$ cat src/rtl/vector_range_collector.sv
// Serial-to-parallel vector collector with per-element unsigned range check.
// Optional macro VECTOR_RANGE_CLAMP_EN stores out-of-range elements clamped to the bounds.
module vector_range_collector #(
  parameter int ELEMS = 12,
  parameter int WIDTH = 8,
  parameter int CNT_W = 4
) (
  input  logic                   clock,
  input  logic                   reset,
  input  logic [WIDTH-1:0]       in_data,
  input  logic                   in_valid,
  output logic                   in_ready,
  input  logic [WIDTH-1:0]       lower_bnd,
  input  logic [WIDTH-1:0]       upper_bnd,
  output logic [ELEMS*WIDTH-1:0] vector_out,
  output logic [ELEMS-1:0]       error_pos,
  output logic [CNT_W-1:0]       error_count,
  output logic                   error_any,
  output logic                   out_valid,
  input  logic                   out_ready
);

  typedef enum logic {COLLECT, DONE} state_t;

  state_t                 state_q, state_d;
  logic [CNT_W-1:0]       idx_q, idx_d;
  logic [ELEMS*WIDTH-1:0] vector_q, vector_d;
  logic [ELEMS-1:0]       error_pos_q, error_pos_d;
  logic [CNT_W-1:0]       error_count_q, error_count_d;
  logic                   elem_err;
  logic [WIDTH-1:0]       store_val;

  always_comb begin
    elem_err = (in_data < lower_bnd) || (in_data > upper_bnd);
`ifdef VECTOR_RANGE_CLAMP_EN
    // Inverted bounds fall into the first branch so such elements store lower_bnd.
    if (lower_bnd > upper_bnd || in_data < lower_bnd) begin
      store_val = lower_bnd;
    end else if (in_data > upper_bnd) begin
      store_val = upper_bnd;
    end else begin
      store_val = in_data;
    end
`else
    store_val = in_data;
`endif
  end

  always_comb begin
    state_d       = state_q;
    idx_d         = idx_q;
    vector_d      = vector_q;
    error_pos_d   = error_pos_q;
    error_count_d = error_count_q;
    if (state_q == COLLECT) begin
      if (in_valid) begin
        for (int unsigned i = 0; i < ELEMS; i++) begin
          if (idx_q == CNT_W'(i)) begin
            vector_d[i*WIDTH +: WIDTH] = store_val;
            error_pos_d[i]             = elem_err;
          end
        end
        error_count_d = error_count_q + CNT_W'(elem_err);
        if (idx_q == CNT_W'(ELEMS - 1)) begin
          idx_d   = '0;
          state_d = DONE;
        end else begin
          idx_d = idx_q + CNT_W'(1);
        end
      end
    end else begin
      // Flags are cleared on release; the vector data is left to be overwritten.
      if (out_ready) begin
        state_d       = COLLECT;
        error_pos_d   = '0;
        error_count_d = '0;
      end
    end
  end

  always_ff @(posedge clock or posedge reset) begin
    if (reset) begin
      state_q       <= COLLECT;
      idx_q         <= '0;
      vector_q      <= '0;
      error_pos_q   <= '0;
      error_count_q <= '0;
    end else begin
      state_q       <= state_d;
      idx_q         <= idx_d;
      vector_q      <= vector_d;
      error_pos_q   <= error_pos_d;
      error_count_q <= error_count_d;
    end
  end

  assign in_ready    = (state_q == COLLECT);
  assign out_valid   = (state_q == DONE);
  assign vector_out  = vector_q;
  assign error_pos   = error_pos_q;
  assign error_count = error_count_q;
  assign error_any   = |error_pos_q;

endmodule
$ cat config.mk
export PLATFORM = sky130hd
export DESIGN_NAME = vector_range_collector
export DESIGN_NICKNAME = d
export VERILOG_FILES = /design/src/rtl/vector_range_collector.sv
export SDC_FILE = /design/constraint.sdc
export NUM_CORES = 1
export LEC_CHECK = 0
export CAP_MARGIN = 30
export CORE_MARGIN = 3
export CORE_UTILIZATION = 29
export CTS_CLUSTER_DIAMETER = 150
export CTS_CLUSTER_SIZE = 24
export DETAILED_ROUTE_END_ITERATION = 8
export GPL_TIMING_DRIVEN = 0
export HOLD_SLACK_MARGIN = 0.12
export SETUP_SLACK_MARGIN = 0.15
export SLEW_MARGIN = 25
export SYNTH_ARGS = -nofsm -noshare
export SYNTH_HDL_FRONTEND = slang
export SYNTH_SLANG_ARGS = --single-unit
$ cat constraint.sdc
create_clock -name clock -period 8.2 [get_ports clock]
set_input_delay 1.64 -clock clock [delete_from_list [all_inputs] [get_ports clock]]
set_output_delay 1.64 -clock clock [all_outputs]
set_load 0.01 [all_outputs]
==> results of run 1 <==
registers in the layout, indices dropped and copies added (netlist names):
| name | cells |
|---|---|
| vector_out | 96 |
| error_pos | 12 |
| error_count | 4 |
| idx_q | 4 |
| out_valid | 1 |
Yosys cell counts:
library cell                instances
sky130_fd_sc_hd__o21a_1             1
sky130_fd_sc_hd__nor2b_1            2
sky130_fd_sc_hd__and2_0             1
sky130_fd_sc_hd__o21ai_0           21
sky130_fd_sc_hd__a21oi_1            7
sky130_fd_sc_hd__dfrtp_1          117
sky130_fd_sc_hd__nand3_1            5
sky130_fd_sc_hd__buf_4              4
sky130_fd_sc_hd__o22ai_1            1
sky130_fd_sc_hd__ha_1              21
sky130_fd_sc_hd__and3_1             9
sky130_fd_sc_hd__o31ai_1           10
sky130_fd_sc_hd__xor2_1             1
sky130_fd_sc_hd__a211oi_1           1
sky130_fd_sc_hd__nor4_1             3
sky130_fd_sc_hd__and4bb_2           2
sky130_fd_sc_hd__nor4b_4            1
sky130_fd_sc_hd__nor2_1             6
sky130_fd_sc_hd__mux2_2            86
sky130_fd_sc_hd__nor4_2             1
sky130_fd_sc_hd__clkbuf_1          11
sky130_fd_sc_hd__and2_1             1
sky130_fd_sc_hd__nand2_1           32
sky130_fd_sc_hd__nand2b_1           1
sky130_fd_sc_hd__nand4_1            4
sky130_fd_sc_hd__o211ai_1           1
sky130_fd_sc_hd__mux2i_1            2
sky130_fd_sc_hd__buf_2             10
sky130_fd_sc_hd__nor3_1             1
sky130_fd_sc_hd__a21o_1             1
sky130_fd_sc_hd__a311oi_1           1
sky130_fd_sc_hd__buf_6              2
sky130_fd_sc_hd__o311ai_0           2
sky130_fd_sc_hd__a2111oi_2          1
sky130_fd_sc_hd__o21bai_1           1
sky130_fd_sc_hd__or2_2              2
sky130_fd_sc_hd__a31oi_1           10
sky130_fd_sc_hd__inv_1             22
sky130_fd_sc_hd__nand2_2            2
cells by family after synthesis:
group                    count (synthesis)
flip-flops                             117
adder cells (fa/ha/maj)                 21
XOR/XNOR                                 1
AO/OA/AOI/OAI                           58
buffers and inverters                   49
multiplexers                            88
AND/OR/NAND/NOR                         73
where the power goes:
part           internal (uW)  leakage (uW)  switching, uW  total [uW]
sequential               854       0.00145            166        1020
combinational            731       0.00155            510        1240
clock                    524      0.000298            267         791
total                   2110       0.00330            943        3050
area by class of cell:
| type | count | share of cell area |
|---|---|---|
| Buffer | 27 | 0.0191 |
| Inverter | 22 | 0.0120 |
| Clock inverter | 12 | 0.0236 |
| Sequential cell | 117 | 0.389 |
| Tap cell | 225 | 0.0374 |
| Clock buffer | 20 | 0.0607 |
| Timing Repair Buffer | 142 | 0.191 |
| Multi-Input combinational cell | 241 | 0.267 |
placed cells by master, fill, tap and decap left out, drive strengths merged, types with 9 or more instances in the layout:
cell type and instances:
mux2 86, inv 22, dfrtp 117, clkdlybuf4s50 141
clkbuf 31, nand2 34, o31ai 10, o21ai 21
buf 17, and3 9, ha 21, a31oi 10
per-stage QoR:
step,instances,utilization,setup slack [ns],area [um2],hold slack [ns]
floorplan,407,-,3.46,5170,0.511
global placement,773,0.395,1.71,6860,0.463
detailed placement,774,0.397,2.99,6900,0.470
CTS,806,0.434,3.43,7530,0.482
global route,806,0.434,3.19,7530,0.511
finish,806,0.434,3.44,7530,0.474
layer usage:
| metal | up-vias | global-route usage | share of wire | wire, um |
|---|---|---|---|---|
| li1 | 1764 | - | - | - |
| met1 | 1934 | 0.208 | 0.42 | 6480 |
| met2 | 124 | 0.276 | 0.50 | 7720 |
| met3 | 14 | 0.0543 | 0.075 | 1170 |
| met4 | 0 | 0.0402 | 0.012 | 184 |
| met5 | - | 0 | 0 | 0 |
path summary, 6_finish.rpt:
kind                                startpoint             end  slack, ns
worst min-delay path            vector_out[72]  vector_out[72]       0.47
worst max register to register        idx_q[0]  vector_out[90]       6.05
worst min register to register  vector_out[72]  vector_out[72]       0.47
min in group asynchronous                reset  vector_out[60]       1.63
max in group asynchronous                reset  vector_out[55]       5.92
worst max-delay path                in_data[0]  error_count[2]       3.44
worst register-to-register path, delay by kind of cell, from the launching register on:
family | cells | cell delay, ns
flops | 1 | 0.45
simple gates | 1 | 0.42
buf+inv | 2 | 0.41
fa+ha+maj | 1 | 0.39
mux | 1 | 0.36
==> flow_results.org, run 1 <==
** Synthesis
- Of the total synthesized cell area, the portion taken by full adders, half adders and majority gates is 0.0508.
- Number of warnings reported in the yosys synthesis log :: 0
- Xor and xnor area share after synthesis :: 0.00169
- The share of synthesized area in the top cell type comes to 0.567.
- After synthesis, the share of cell area in mux cells is 0.191.
- Post-synthesis compound-gate area fraction :: 0.0702
- After synthesis, the mean cell area works out to roughly 13 um2.
- Synthesis produced a netlist whose cell count is 407.
- Summing every instance area after synthesis gives around 0.0052 mm2.
- The share of the Yosys chip area taken by registers is 0.567.
- Area leader, netlist :: sky130_fd_sc_hd__dfrtp_1
- Syn Nets :: between 400 and 500
- Leading cell types by total area after synthesis :: sky130_fd_sc_hd__dfrtp_1 (57%), sky130_fd_sc_hd__mux2_2 (19%), sky130_fd_sc_hd__ha_1 (5.1%)
- By area, the combinational part of the netlist is dominated by multiplexers.
- Of the total synthesized cell area, the portion taken by AND, OR, NAND and NOR gates is 0.0755.
- Flop and latch count out of synthesis :: approximately 120
- The number of different library cells used by synthesis comes to 39.

** STA
- Final clock period utilization by the worst path :: 0.581
- Setup violations remaining at the end of the flow were counted as 0.
- FMAX :: roughly 210 MHz
- Max transition margin :: 0.530
- The max-slew violation count came to 0.
- Hold violation total from the final report :: 0
- Adding up every negative setup slack in the final design gives 0 ns.
- Minimum clock period :: approximately 4.8 ns
- Maximum clock skew at final layout :: 0.00631 ns
- Transition time at the pin with the least slew margin :: ~0.70 ns
- Setup repair after global routing missed its margin :: no

** Worst setup path
- Setup crit end kind :: flip-flop
- CP cell instances :: clkdlybuf4s50_1, inv_1, clkbuf_1, ha_1, nor2b_1, o211ai_1, a21oi_1, a2111oi_2, buf_2, o21bai_1, ha_1, ha_1, nand2_1, xor2_1, o22ai_1
- CP max-delay cell :: sky130_fd_sc_hd__clkbuf_1
- Measured in cells, the most critical reg-to-reg path has a length of 5.
- The number of buffers and inverters on the critical path is 4.
- At the worst endpoint, the required time is 8.48 ns.
- The worst setup path is launched from an input port.
- Startpoint-to-endpoint class of the critical path :: in2reg
- The largest single stage delay on the critical path is between 0.5 and 0.6 ns.
- The critical path crosses 15 cells after its start point.
- Data arrival time of the worst path :: a little over 5 ns
- Top fanout value on the critical path :: 10
- Most used cell, CP :: sky130_fd_sc_hd__ha_1
- Among cell families on the critical path, the largest total delay comes from buffers and inverters.

** Floorplanning
- The floorplan step defined a die boundary enclosing 0.0195 mm2.
- The die is approximately 140 um tall.
- Die Wd :: 139 um
- Effective utilization at floorplan :: 0.298
- In this run the standard cell core region covers about 0.017 mm2.
- During I/O placement, the number of pins put on the boundary was 143.
- Number of cell rows :: 48

** GRT
- The number of antenna violations at the first check in global routing is 0.
- Largest net degree at the start of global routing :: between 70 and 80
- Number of global-route vias before repair :: about 4k
- Global routing usage summed across all routing layers :: 0.165
- Wire length of the first global-routing pass :: approximately 25 mm
- Summed over all layers, the global routing overflow is 0.

** Place
- Port buffering added between 100 and 150 buffers.
- Post-detailed-placement half-perimeter wirelength :: between 10 and 15 mm
- Final weighted congestion in routability-driven placement :: approximately 0.8

** Power and ir drop
- In this run the power density over the cells is a little over 400 mW/mm2.
- Static power due to leakage :: between 0.003 and 0.004 uW
- Summing internal, switching and leakage power gives between 3000 and 4000 uW.
- IR drop worst, VDD :: 0.173 mV

** Clock tree
- Once the clock tree was built, the setup fixing pass inserted 0 buffers.
- Root buffer selected by CTS :: sky130_fd_sc_hd__clkbuf_16
- Deepest clock path buffer count :: 2
- TritonCTS clock tree :: built
- Clock-pin slew was measured on the worst setup and hold paths at 0.05 ns.
- H-Tree Depth :: 4
- In this run, post-CTS hold repair placed 0 buffers.
- Clock insertion delay at the later pin of the skew report :: 0.41 ns
- Post-CTS repair changed the size of 0 cells.
- Cts bufs inserted :: 17
- The clock drives approximately 120 sinks.

** Finish
- Area delta synth->final :: 45.7%
- Total Nets Final :: between 600 and 700
- After filler insertion, the fill cell instance count of the layout stands at ~1.6k.
- In the final layout, the share of cells above drive strength 1 is 0.248.
- Multi-input logic area :: 0.00201 mm2
- The repair_antennas step left the layout with diodes totalling 0.
- The sequential cells in the finished layout cover a total of ~0.0029 mm2.

** Run
- The tool flagged a number of max-cap violations equal to 0.

** Worst hold path
- Min-delay worst type :: reg2reg
- Worst hold path depth :: 2

** Route
- Total Wirelength :: 15.6 mm
- Total number of vias :: about 3.8k
- The first TritonRoute pass finished after 4 iterations.
- Once detail routing completed, the nets flagged for antenna violations numbered 0.
- The detailed router finished its first iteration with between 150 and 200 violations.
- In the routed layout, each cell is associated on average with a via count of between 4 and 5.
- DRC viols :: 0
- After detailed routing, the average wire length per cell comes to 19.3 um.

** Run status
- Status :: completed
(Power assumes the default switching activity.)
==> run 2: changes to the inputs <==
clock period = 4.4 ns   (was 8.2 ns; I/O delays follow)
==> run 2 against run 1 <==
- worst setup slack worse by 2.8 ns
- utilization is essentially flat
- register-to-register slack worse by 3.8 ns
- global-route usage stayed put
- non-clock buffer count unchanged
- clock power is 86% higher
- first-iteration DRC count down 3.2%
- power up 86%
- flip-flop and latch count stayed put
- sequential share of layout area about the same
- cell area is essentially flat
- highest routed layer unchanged
==> flow_results.org, run 2 (synthesis gave the netlist of run 1 again) <==
** Worst setup path
- Worst Reg-to-Reg Cells :: 5
- STA classifies the critical path startpoint as an input port.
- Setup crit end kind :: flip-flop
- The endpoint identified for the worst register-to-register timing path is vector_out[90].
- The most numerous cell type found on the critical path is sky130_fd_sc_hd__ha_1.
- Capture point of the worst path :: error_count[2]
- The setup path with the least slack is of type in2reg.
- Top delay family on crit path :: buffers and inverters
- In this run the worst path has a maximum fanout of 10.
- On the worst path, the slowest cell contributes a delay of approximately 0.46 ns.
- Worst reg2reg setup slack :: around 2.3 ns
- Launch point of the critical path :: in_data[0]
- For the worst setup path, the data arrival time is 4.03 ns.
- CP cell instances :: clkdlybuf4s50_1, inv_1, clkbuf_2, ha_1, nor2b_1, o211ai_1, a21oi_1, a2111oi_2, buf_2, o21bai_1, ha_1, ha_1, nand2_1, xor2_1, o22ai_1
- Buffer and inverter count on the worst path :: 4
- STA puts the critical path data required time at between 4 and 5 ns.
- On the critical path, the stage with the largest delay is an instance of sky130_fd_sc_hd__a2111oi_2.
- Launching point of the worst reg2reg path :: idx_q[0]
- CP Depth :: 15

** Clock tree
- Number of clock sinks :: about 120
- Setup Buffers After CTS :: 0
- TritonCTS created 17 clock buffers.
- Clock-pin slew was measured on the worst setup and hold paths at 0.05 ns.
- TritonCTS clock tree :: built
- Clock insertion delay at the later pin of the skew report :: 0.41 ns
- Clock tree synthesis selected as its root buffer the cell sky130_fd_sc_hd__clkbuf_16.
- The longest clock path from root to sink contains 2 buffers.
- H-Tree Depth :: 4

** Power and ir drop
- In this run the static leakage power is 0.00330 uW.
- Power Total :: between 5000 and 6000 uW
- In this run the power density over the cells is 756 mW/mm2.
- IR drop worst, VDD :: ~0.32 mV

** GRT
- Largest net degree at the start of global routing :: a little over 70
- After global routing the overflow that remains totals 0.
- Number of global-route vias before repair :: approximately 4.1k
- The first global-routing pass estimated approximately 25 mm of wire.
- The number of antenna violations at the first check in global routing came to 0.
- For this run, the total global-route usage over all layers was measured as 0.165.

** Place
- Final weighted congestion in routability-driven placement :: ~0.8
- Post-DP Area :: approximately 0.007 mm2
- Count of port buffers added during placement :: about 140
- Detailed placement ended at an HPWL of between 10 and 15 mm.

** Floorplanning
- Area enclosed by the die boundary :: between 0.015 and 0.02 mm2
- For this configuration, the core starts out at a cell density of 0.298.
- The region available for standard cell placement spans about 0.017 mm2.
- Number of cell rows :: 48
- Die Wd :: roughly 140 um
- 143 I/O pins were placed.
- Die extent in y :: between 100 and 150 um

** Worst hold path
- Min-delay worst type :: reg2reg

** STA
- Endpoints failing setup :: 0
- Clock skew on the completed layout was measured at 0.00650 ns.
- Setup repair after global routing missed its margin :: no
- Final clock period utilization by the worst path :: 0.852
- The number of hold-slack violations in the final timing report came to 0.
- Timing would allow up to roughly 270 MHz.
- Adding up every negative setup slack in the final design gives 0 ns.
- Max transition margin :: 0.534
- For the pin with the worst max-slew slack, the measured transition is approximately 0.70 ns.
- Number of pins with negative max-slew slack in the final report :: 0
- Subtracting the final worst setup slack from the clock period gives around 3.8 ns.

** Route
- Number of iterations in the first detailed-routing pass :: 4
- For this run, design rule violations remaining after detail routing come to 0.
- In this run, the number of DRC markers left after iteration 0 of detailed routing was about 150.
- Using the TritonRoute via totals, the vias-per-cell ratio works out to between 4 and 5.
- In the final routed layout, each cell accounts on average for 19.4 um.
- Post-route ant nets :: 0
- Total number of vias :: between 3k and 4k
- Total Wirelength :: 15.6 mm

** Finish
- Leading cell types in the layout, fill and taps excluded :: sky130_fd_sc_hd__clkdlybuf4s50_1 (141), sky130_fd_sc_hd__dfrtp_1 (117), sky130_fd_sc_hd__mux2_2 (86)
- Total Nets Final :: 617
- Post-layout util :: 0.434
- The register with the most flip-flops in the layout has 96 of them.
- Leaving out fill and tap cells, the most frequent cell in the layout is sky130_fd_sc_hd__clkdlybuf4s50_1.
- Area delta synth->final :: 45.7%
- The finished cells cover roughly 0.0075 mm2.
- Share of final-layout standard cells stronger than drive strength 1 :: 0.250
- Antenna Cells :: 0

** Run status
- Status :: completed

** Run
- Across the run, the number of max-cap violations was 0.
==> run 2: metal layers <==
metal,share of wire,wire (um),track usage
met3,0.071,1100,0.0543
met2,0.50,7740,0.276
met1,0.42,6600,0.208
met4,0.012,184,0.0402
met5,0,0,0
==> run 2: layout make-up <==
cell class	instances	area, um2
Tap cell	225	282
Buffer	27	145
Inverter	22	90.1
Multi-Input combinational cell	241	2010
Clock inverter	12	178
Clock buffer	20	457
Timing Repair Buffer	142	1440
Sequential cell	117	2930
Fill cell	1597	9830
==> run 2: how the worst min path moves through the flow <==
| stage | startpoint | end | slack, ns | cells past startpoint |
|---|---|---|---|---|
| floorplan | vector_out[24] | vector_out[24] | 0.51 | 2 |
| global placement | vector_out[72] | vector_out[72] | 0.46 | 2 |
| detailed placement | vector_out[72] | vector_out[72] | 0.47 | 2 |
| CTS | vector_out[72] | vector_out[72] | 0.48 | 2 |
| global route | vector_out[43] | vector_out[43] | 0.51 | 1 |
| finish | vector_out[72] | vector_out[72] | 0.47 | 2 |
==> run 2: report_power, final <==
group / total [uW] / internal, uW / switching (uW)
Sequential: 1900 / 1590 / 310
Clock: 1470 / 976 / 498
Combinational: 2310 / 1360 / 951
==> run 2: tightest hold or removal path, cell delays in order (launching register included) <==
cell,delay (ns)
sky130_fd_sc_hd__dfrtp_1,0.34
sky130_fd_sc_hd__nand2_1,0.04
sky130_fd_sc_hd__o21ai_0,0.06
==> run 2: through the flow <==
stage                     hold WS (ns)  worst slack [ns]  instances
after floorplan                  0.511             0.419        407
after global placement           0.463             -1.33        773
after detailed placement         0.470           -0.0485        774
after CTS                        0.482             0.389        806
after global routing             0.511             0.404        806
final                            0.474             0.649        806
==> run 2: what timing repair did <==
action	in CTS	in global routing
endpoints found under the setup margin	0	1
resized for setup	0	2
hold buffers	0	0
